--- config.mk ---
export PLATFORM = sky130hd
export DESIGN_NAME = hmi_cmd_decoder
export DESIGN_NICKNAME = d
export VERILOG_FILES = /design/src/rtl/hmi_pkg.sv /design/src/rtl/hmi_sync_edge.sv /design/src/rtl/hmi_cmd_decoder.sv
export SDC_FILE = /design/constraint.sdc
export NUM_CORES = 1
export LEC_CHECK = 0
export ABC_AREA = 1
export CORE_ASPECT_RATIO = 1.25
export CORE_MARGIN = 5
export CORE_UTILIZATION = 50
export CTS_CLUSTER_SIZE = 8
export DETAILED_ROUTE_END_ITERATION = 12
export PLACE_DENSITY_LB_ADDON = 0.12
export SLEW_MARGIN = 30
export SYNTH_ARGS = -nofsm -noshare
export SYNTH_HDL_FRONTEND = slang
export SYNTH_SLANG_ARGS = --single-unit
--- constraint.sdc ---
create_clock -name clk -period 3.5 [get_ports clk]
set_input_delay 0.525 -clock clk [delete_from_list [all_inputs] [get_ports clk]]
set_output_delay 0.525 -clock clk [all_outputs]
set_load 0.005 [all_outputs]
--- src/rtl/hmi_pkg.sv ---
// hmi_pkg: opcode constants and FSM state encoding shared by the host command decoder.
package hmi_pkg;
    localparam logic [1:0] OP_EXT  = 2'b00;
    localparam logic [1:0] OP_CMD  = 2'b01;
    localparam logic [1:0] OP_ADDR = 2'b10;
    localparam logic [1:0] OP_SEL  = 2'b11;
    localparam logic [5:0] CMD_CLR_ERR = 6'd0;
    typedef enum logic [2:0] {ST_IDLE, ST_DECODE, ST_ADDR_HI, ST_STROBE, ST_READ} state_t;
endpackage

--- src/rtl/hmi_sync_edge.sv ---
// hmi_sync_edge: SYNC_STAGES-deep synchroniser for the async byte strobe with a
// one-cycle pulse on each rising edge of the synchronised level.
module hmi_sync_edge #(
    parameter int SYNC_STAGES = 3
) (
    input  logic clk,
    input  logic res_n,
    input  logic i_async,
    output logic o_rise
);
    // r_sync[SYNC_STAGES] is the previous synchronised level for edge detection
    logic [SYNC_STAGES:0] r_sync;

    always_ff @(posedge clk or negedge res_n)
        if (!res_n) r_sync <= '0;
        else        r_sync <= {r_sync[SYNC_STAGES-1:0], i_async};

    assign o_rise = r_sync[SYNC_STAGES-1] & ~r_sync[SYNC_STAGES];
endmodule

--- src/rtl/hmi_cmd_decoder.sv ---
// hmi_cmd_decoder: host-byte command decoder with skid buffer, two-byte addresses,
// programmable strobe length and sticky error. Macro HMI_BROADCAST_EN makes an all-ones sel_reg select every board.
module hmi_cmd_decoder
    import hmi_pkg::*;
#(
    parameter int ADDR_W      = 6,
    parameter int ID_W        = 3,
    parameter int NUM_CMD     = 6,
    parameter int STROBE_LEN  = 1,
    parameter int SYNC_STAGES = 3
) (
    input  logic                clk,
    input  logic                res_n,
    input  logic [7:0]          din,
    input  logic                din_rdy,
    input  logic [ID_W-1:0]     in_value,
    output logic [ADDR_W-1:0]   address,
    output logic                read,
    output logic [NUM_CMD-1:0]  cmd_pulse,
    output logic                fpga_sel,
    output logic [2*ID_W+1:0]   fpga_sel_status,
    output logic                busy,
    output logic                err
);
    localparam logic [3:0] LEN_M1   = 4'(STROBE_LEN - 1);
    localparam bit         TWO_BYTE = ADDR_W > 6;

    logic               w_byte_vld, w_pop, w_err_set, w_err_clr, w_ovf;
    logic               r_skid_full, r_read, w_read_nxt, r_err;
    logic [7:0]         r_skid, r_byte;
    logic [1:0]         w_op;
    logic [5:0]         w_pl, r_lo6, w_lo6_nxt;
    logic [3:0]         r_cnt, w_cnt_nxt;
    logic [ADDR_W-1:0]  r_addr, w_addr_nxt;
    logic [NUM_CMD-1:0] r_cmd, w_cmd_nxt;
    logic [ID_W-1:0]    r_sel, w_sel_nxt;
    state_t             r_state, w_state_nxt;

    hmi_sync_edge #(.SYNC_STAGES(SYNC_STAGES)) u_sync (
        .clk     (clk),
        .res_n   (res_n),
        .i_async (din_rdy),
        .o_rise  (w_byte_vld)
    );

    assign w_op  = r_byte[7:6];
    assign w_pl  = r_byte[5:0];
    assign w_ovf = w_byte_vld & r_skid_full & ~w_pop;

    always_comb begin
        w_state_nxt = r_state;
        w_cnt_nxt   = r_cnt;
        w_lo6_nxt   = r_lo6;
        w_addr_nxt  = r_addr;
        w_read_nxt  = r_read;
        w_cmd_nxt   = r_cmd;
        w_sel_nxt   = r_sel;
        w_err_set   = 1'b0;
        w_err_clr   = 1'b0;
        w_pop       = 1'b0;
        case (r_state)
            ST_IDLE: if (r_skid_full) begin
                w_pop       = 1'b1;
                w_state_nxt = ST_DECODE;
            end
            ST_DECODE: begin
                w_state_nxt = ST_IDLE;
                case (w_op)
                    OP_EXT: w_err_set = 1'b1;
                    OP_CMD:
                        if (w_pl == CMD_CLR_ERR) w_err_clr = 1'b1;
                        else if (int'(w_pl) <= NUM_CMD) begin
                            w_cmd_nxt   = NUM_CMD'(1) << (w_pl - 6'd1);
                            w_cnt_nxt   = LEN_M1;
                            w_state_nxt = ST_STROBE;
                        end else w_err_set = 1'b1;
                    OP_ADDR:
                        if (TWO_BYTE) begin
                            w_lo6_nxt   = w_pl;
                            w_state_nxt = ST_ADDR_HI;
                        end else begin
                            w_addr_nxt  = ADDR_W'(w_pl);
                            w_read_nxt  = 1'b1;
                            w_cnt_nxt   = LEN_M1;
                            w_state_nxt = ST_READ;
                        end
                    default: w_sel_nxt = ID_W'(w_pl);
                endcase
            end
            // A non-extension byte aborts the address and stays in the skid to be decoded from IDLE
            ST_ADDR_HI: if (r_skid_full) begin
                if (r_skid[7:6] == OP_EXT) begin
                    w_pop       = 1'b1;
                    w_addr_nxt  = ADDR_W'({r_skid[5:0], r_lo6});
                    w_read_nxt  = 1'b1;
                    w_cnt_nxt   = LEN_M1;
                    w_state_nxt = ST_READ;
                end else begin
                    w_err_set   = 1'b1;
                    w_state_nxt = ST_IDLE;
                end
            end
            ST_STROBE, ST_READ:
                if (r_cnt == 4'd0) begin
                    w_cmd_nxt   = '0;
                    w_read_nxt  = 1'b0;
                    w_state_nxt = ST_IDLE;
                end else w_cnt_nxt = r_cnt - 4'd1;
            default: w_state_nxt = ST_IDLE;
        endcase
    end

    always_ff @(posedge clk or negedge res_n)
        if (!res_n) r_state <= ST_IDLE;
        else        r_state <= w_state_nxt;

    always_ff @(posedge clk or negedge res_n) begin
        if (!res_n) begin
            r_cnt       <= '0;
            r_lo6       <= '0;
            r_addr      <= '0;
            r_read      <= 1'b0;
            r_cmd       <= '0;
            r_sel       <= '1;
            r_err       <= 1'b0;
            r_skid_full <= 1'b0;
            r_skid      <= '0;
            r_byte      <= '0;
        end else begin
            r_cnt  <= w_cnt_nxt;
            r_lo6  <= w_lo6_nxt;
            r_addr <= w_addr_nxt;
            r_read <= w_read_nxt;
            r_cmd  <= w_cmd_nxt;
            r_sel  <= w_sel_nxt;
            r_err  <= w_err_set | w_ovf | (r_err & ~w_err_clr);
            if (w_pop) r_byte <= r_skid;
            // A byte arriving on the popping cycle refills the skid instead of overflowing
            if (w_byte_vld && (!r_skid_full || w_pop)) begin
                r_skid      <= din;
                r_skid_full <= 1'b1;
            end else if (w_pop) r_skid_full <= 1'b0;
        end
    end

`ifdef HMI_BROADCAST_EN
    assign fpga_sel = (r_sel == in_value) | (&r_sel);
`else
    assign fpga_sel = (r_sel == in_value);
`endif

    assign address         = r_addr;
    assign read            = r_read;
    assign cmd_pulse       = r_cmd;
    assign err             = r_err;
    assign busy            = (r_state != ST_IDLE) | r_skid_full;
    assign fpga_sel_status = {fpga_sel, r_sel, r_err, in_value};
endmodule

**Yosys cells after proc, flatten, opt, wreduce, memory -nomap -nowiden**

Index checks and enable logic that the tools add are counted.
Widths: inputs -> output; s select.

- Register bits after elaboration: 45
- Latch bits: 0
- Bits in writable memories: 0
- Bits in read-only memories: 0
- Input bits: 14
- Output and inout bits: 24
- Word-level logic and storage cells: 110
- Memories kept: 0

- Add/subtract/negate cells: 2
- Multipliers: 0
- Div/mod/pow operators: 0
- $lt $le $gt $ge: 1
- Eq/ne operators: 19
- Shifts and indexed selects: 1
- Muxes and demuxes: 44
- Bitwise gates (word level): 11
- Reduce and logical (&&, ||, !) cells: 21

Operators with widths:

| cell | count |
|---|---|
| $mux 6 | 7 |
| $pmux 6 s2 | 2 |
| $mux 4 | 5 |
| $mux 1 | 16 |
| $ne 2x2->1 const B | 8 |
| $mux 3 | 4 |
| $pmux 3 s4 | 1 |
| $pmux 4 s3 | 1 |
| $reduce_and 5->1 | 2 |
| $pmux 4 s2 | 1 |
| $reduce_and 7->1 | 1 |
| $eq 3x2->1 const B | 2 |
| $le 6x3->1 const B | 1 |
| $logic_not 6->1 | 1 |
| $ne 3x3->1 const B | 2 |
| $pmux 1 s2 | 3 |
| $pmux 3 s2 | 1 |
| $reduce_bool 2->1 | 3 |
| $reduce_bool 3->1 | 2 |
| $shl 1x6->6 const A | 1 |
| $sub 6x1->6 const B | 1 |
| $and 1x1->1 | 4 |
| $logic_not 2->1 | 2 |
| $logic_not 4->1 | 1 |
| 21 further kinds | 27 |

**Longest topological paths before layout**

- Depth after elaboration: 8
- Mapped depth: 10
- Depth with buffers taken out: 10

**Hierarchy**

A second synthesis with hierarchy kept.

- Cell total of the unflattened synthesis: 268
- Area, all modules: 2,298.5 um^2

Modules (own cells, without submodules):

| module | instances | cells each | area each (um^2) | sequential area each (um^2) |
|---|---|---|---|---|
| hmi_cmd_decoder | 1 | 262 | 2,188.3 | 1,029.7 |
| hmi_sync_edge | 1 | 6 | 110.1 | 100.1 |

**Worst setup path before layout**

No wires, ideal clock.

- Kind: input to output
- Start point: input in_value[2]
- End point: output fpga_sel_status[7]
- Arrival: 1.094 ns
- Required time: 2.975 ns
- Setup slack: 1.881 ns
- Stages on the path: 3
- Path buffers: 1
- Cells stage by stage: xor2_1 nor3_1 buf_4

- Word-level cells in the longest chain between the ends: 1

RTL lines:

| what | line | RTL |
|---|---|---|
| start, declared | hmi_cmd_decoder.sv:16 | `input logic [ID_W-1:0] in_value,` |
| $eq 3x3->1 | hmi_cmd_decoder.sv:149 | `assign fpga_sel = (r_sel == in_value);` |
| end, declared | hmi_cmd_decoder.sv:21 | `output logic [2*ID_W+1:0] fpga_sel_status,` |

Every way passes these cells.

**Final worst setup path**

Same ends and word-level chain as after synthesis.

==> flow_metrics.tcl <==
set metrics [dict create \
    start_kind "input port" \
    drc_errors 0 \
    cts_hold_buf 0 \
    crit_chain "clkdlybuf4s50_1 -> xor2_1 -> nor3_1 -> clkdlybuf4s50_1" \
    p_int_uw 1414 \
    multi_input_area_um2 922.1 \
    cp.buffers_inverters 2 \
    setup_violations 0 \
    grt_antenna_before_repair 0 \
    die_x_um 69.70 \
    totalWireLength_um 4084 \
    drt-wirelength-per-cell_um 11.31 \
    final_nets 324 \
    cts_setup_buffers 0 \
    first_global_vias 1656 \
    whs_ps 205.4 \
    ioPinCount 38 \
    dp_hpwl_um 3067 \
    critPathArrivalTime_ps 1920 \
    cpPeakStageDelay_ps 540 \
    grtUsageTotal 0.1474 \
    ctsLongestPathBuffers 2 \
    num_rows 27 \
    synthDistinctLibCells 28 \
    outcome "complete, no violations" \
    worst_pin_slew_ps 592.6 \
    maxSlewHeadroom 0.6035 \
    cts-root-buf "clkbuf_8" \
    htreeDepth 2 \
    cap_violations 0 \
    worstSetupPathType "input port to output port" \
    p_comb_frac 0.452 \
    netlist_area_mm2 0.002227 \
    syn_area_per_cell_um2 8.373 \
    rsz0062_at_grt "false" \
    critPathMostFrequentCell "clkdlybuf4s50_1" \
    drt-initial-drc-count 77 \
    crit_path_top_delay_cell "clkdlybuf4s50_1" \
    grt-ovfl-total 0 \
    cts_buffers 5 \
    grt_pass1_wl_um 7086 \
    die-area_mm2 0.005898 \
    finalCriticalPeriod_ps 2446 \
    areaGrowthSynthToFinish_pct 22.53 \
    crit_family "buffers and inverters" \
    pwr-share-seq 0.375 \
    syn_inst 266 \
    diodes 0 \
    synth_nets 288 \
    final_util 0.6262 \
    synth_warnings 0 \
    setup_ws_ps 1054 \
    yosysSeqAreaShare 0.5073 \
    register_area_mm2 0.001130 \
    path_clk_slew_ps 90 \
    p_sw_frac 0.4022 \
    finalCritPeriodShare 0.6989 \
    clock_power_share 0.173 \
    fillCellCount 366 \
    tns_ps 0 \
    cts_resized 0 \
    required_ps 2970 \
    switching_power_uw 951.2 \
    cts.sinks 45 \
    first_pass_iters 4 \
    power_density_mw_per_mm2 866.7 \
    clock.fmax_mhz 408.8 \
    die_y_um 84.62 \
    cts_tree "done" \
    hold_path.class "input port to async pin" \
    via_per_inst 4.861 \
    irDropWorstVdd_mv 0.4427 \
    dr_total_vias 1755 \
    dp_slack_ps 1055 \
    synth-seq-cells 45 \
    io_buffers 37 \
    crit_path_max_fanout 2 \
    skew_ps 4.353 \
    crit_path_end_kind "output port" \
    ant_nets 0 \
    coreArea_mm2 0.004358 \
    grt_max_degree 46 \
    power.leakage_uw 0.001341 \
    gp_congestion 0.8341 \
    drive_above_1_share 0.1089 \
    start_util 0.5111 \
    clk-insertion-delay-late_ps 300 \
    hold_viol 0 \
    drv_slew 0 \
]
[registers in the layout (all words and copies together), names as in the netlist]
signal	cells
r_byte	8
address	6
r_sel	3
cmd_pulse	6
r_skid_full	1
r_skid	8
err	1
r_cnt	4
read	1
u_sync.r_sync	4
r_state	3
[power groups by stage]
stage | Combinational (uW) | Clock [uW] | Sequential, uW
final | 1070 | 410 | 887
after floorplan | 753 | 0 | 876
after CTS | 1090 | 418 | 889
after global routing | 1230 | 434 | 919
after detailed placement | 1080 | 0 | 899
after global placement | 1070 | 0 | 888
[layout by cell type, fill, tap and decap left out, drive strengths merged]
master | Yosys | routed
o21a | 1 | 1
clkbuf | 0 | 6
nor3 | 2 | 2
clkinvlp | 0 | 1
o21ai | 20 | 20
a22oi | 1 | 1
dfrtp | 42 | 42
inv | 31 | 31
ha | 8 | 8
xor2 | 3 | 3
a21oi | 13 | 13
nand3 | 16 | 16
bufinv | 0 | 1
nand2 | 81 | 81
dfstp | 3 | 3
xnor2 | 3 | 3
nand4 | 5 | 5
clkdlybuf4s50 | 0 | 36
or2 | 1 | 1
buf | 8 | 1
nand3b | 1 | 1
nor2 | 27 | 27
[routing by layer]
metal / GRT usage / up-vias / wire length, um
met1: 0.1784 / 799 / 1889
met5: 0 / - / 0
met4: 0.06098 / 0 / 70
li1: - / 914 / -
met3: 0.03713 / 6 / 225
met2: 0.2500 / 36 / 1900
[per-stage QoR]
step	power, uW	cells	cell area, um^2
detailed placement	1981	353	2609
floorplan	1629	266	2227
CTS	2395	361	2729
finish	2365	361	2729
global placement	1955	353	2606
global route	2581	361	2729
[synthesized netlist by cell type (all sizes together)]
| cell | count | area, um^2 |
|---|---|---|
| a21oi | 13 | 72.57 |
| a22oi | 1 | 7.510 |
| buf | 8 | 58.81 |
| dfrtp | 42 | 1051 |
| dfstp | 3 | 78.83 |
| ha | 8 | 100.1 |
| inv | 31 | 116.4 |
| nand2 | 81 | 321.5 |
| nand3 | 16 | 92.59 |
| nand3b | 1 | 7.510 |
| nand4 | 5 | 31.28 |
| nor2 | 27 | 108.9 |
| nor3 | 2 | 10.01 |
| o21a | 1 | 7.510 |
| o21ai | 20 | 103.9 |
| or2 | 1 | 6.260 |
| xnor2 | 3 | 26.28 |
| xor2 | 3 | 26.28 |
[final timing paths]
check                      slack, ps                  to        startpoint  cells after the start
max reg2reg                     1840        cmd_pulse[2]         r_byte[0]                     10
min reg2reg                      360    u_sync.r_sync[2]  u_sync.r_sync[1]                      0
max in group asynchronous       2910            r_sel[1]             res_n                      1
min                              210          r_state[0]             res_n                      1
max                             1050  fpga_sel_status[7]       in_value[2]                      4
min in group clk                 360    u_sync.r_sync[2]  u_sync.r_sync[1]                      0
[layout make-up]
cell class              instances  share of cell area
inverters                      31             0.04264
clock inverters                 2             0.01376
clock buffers                   6             0.03026
flip-flops and latches         45              0.4140
well taps                      58             0.02659
repair buffers                 37              0.1348
multi-input cells             182              0.3379
[logic make-up after synthesis]
logic type / after synthesis / synth area share
adder cells (fa/ha/maj): 8 / 0.04495
buffers and inverters: 39 / 0.07865
AND/OR/NAND/NOR: 133 / 0.2596
XOR/XNOR: 6 / 0.02360
flip-flops: 45 / 0.5073
AO/OA/AOI/OAI: 35 / 0.08596
Power figures use the tool's default switching activity.
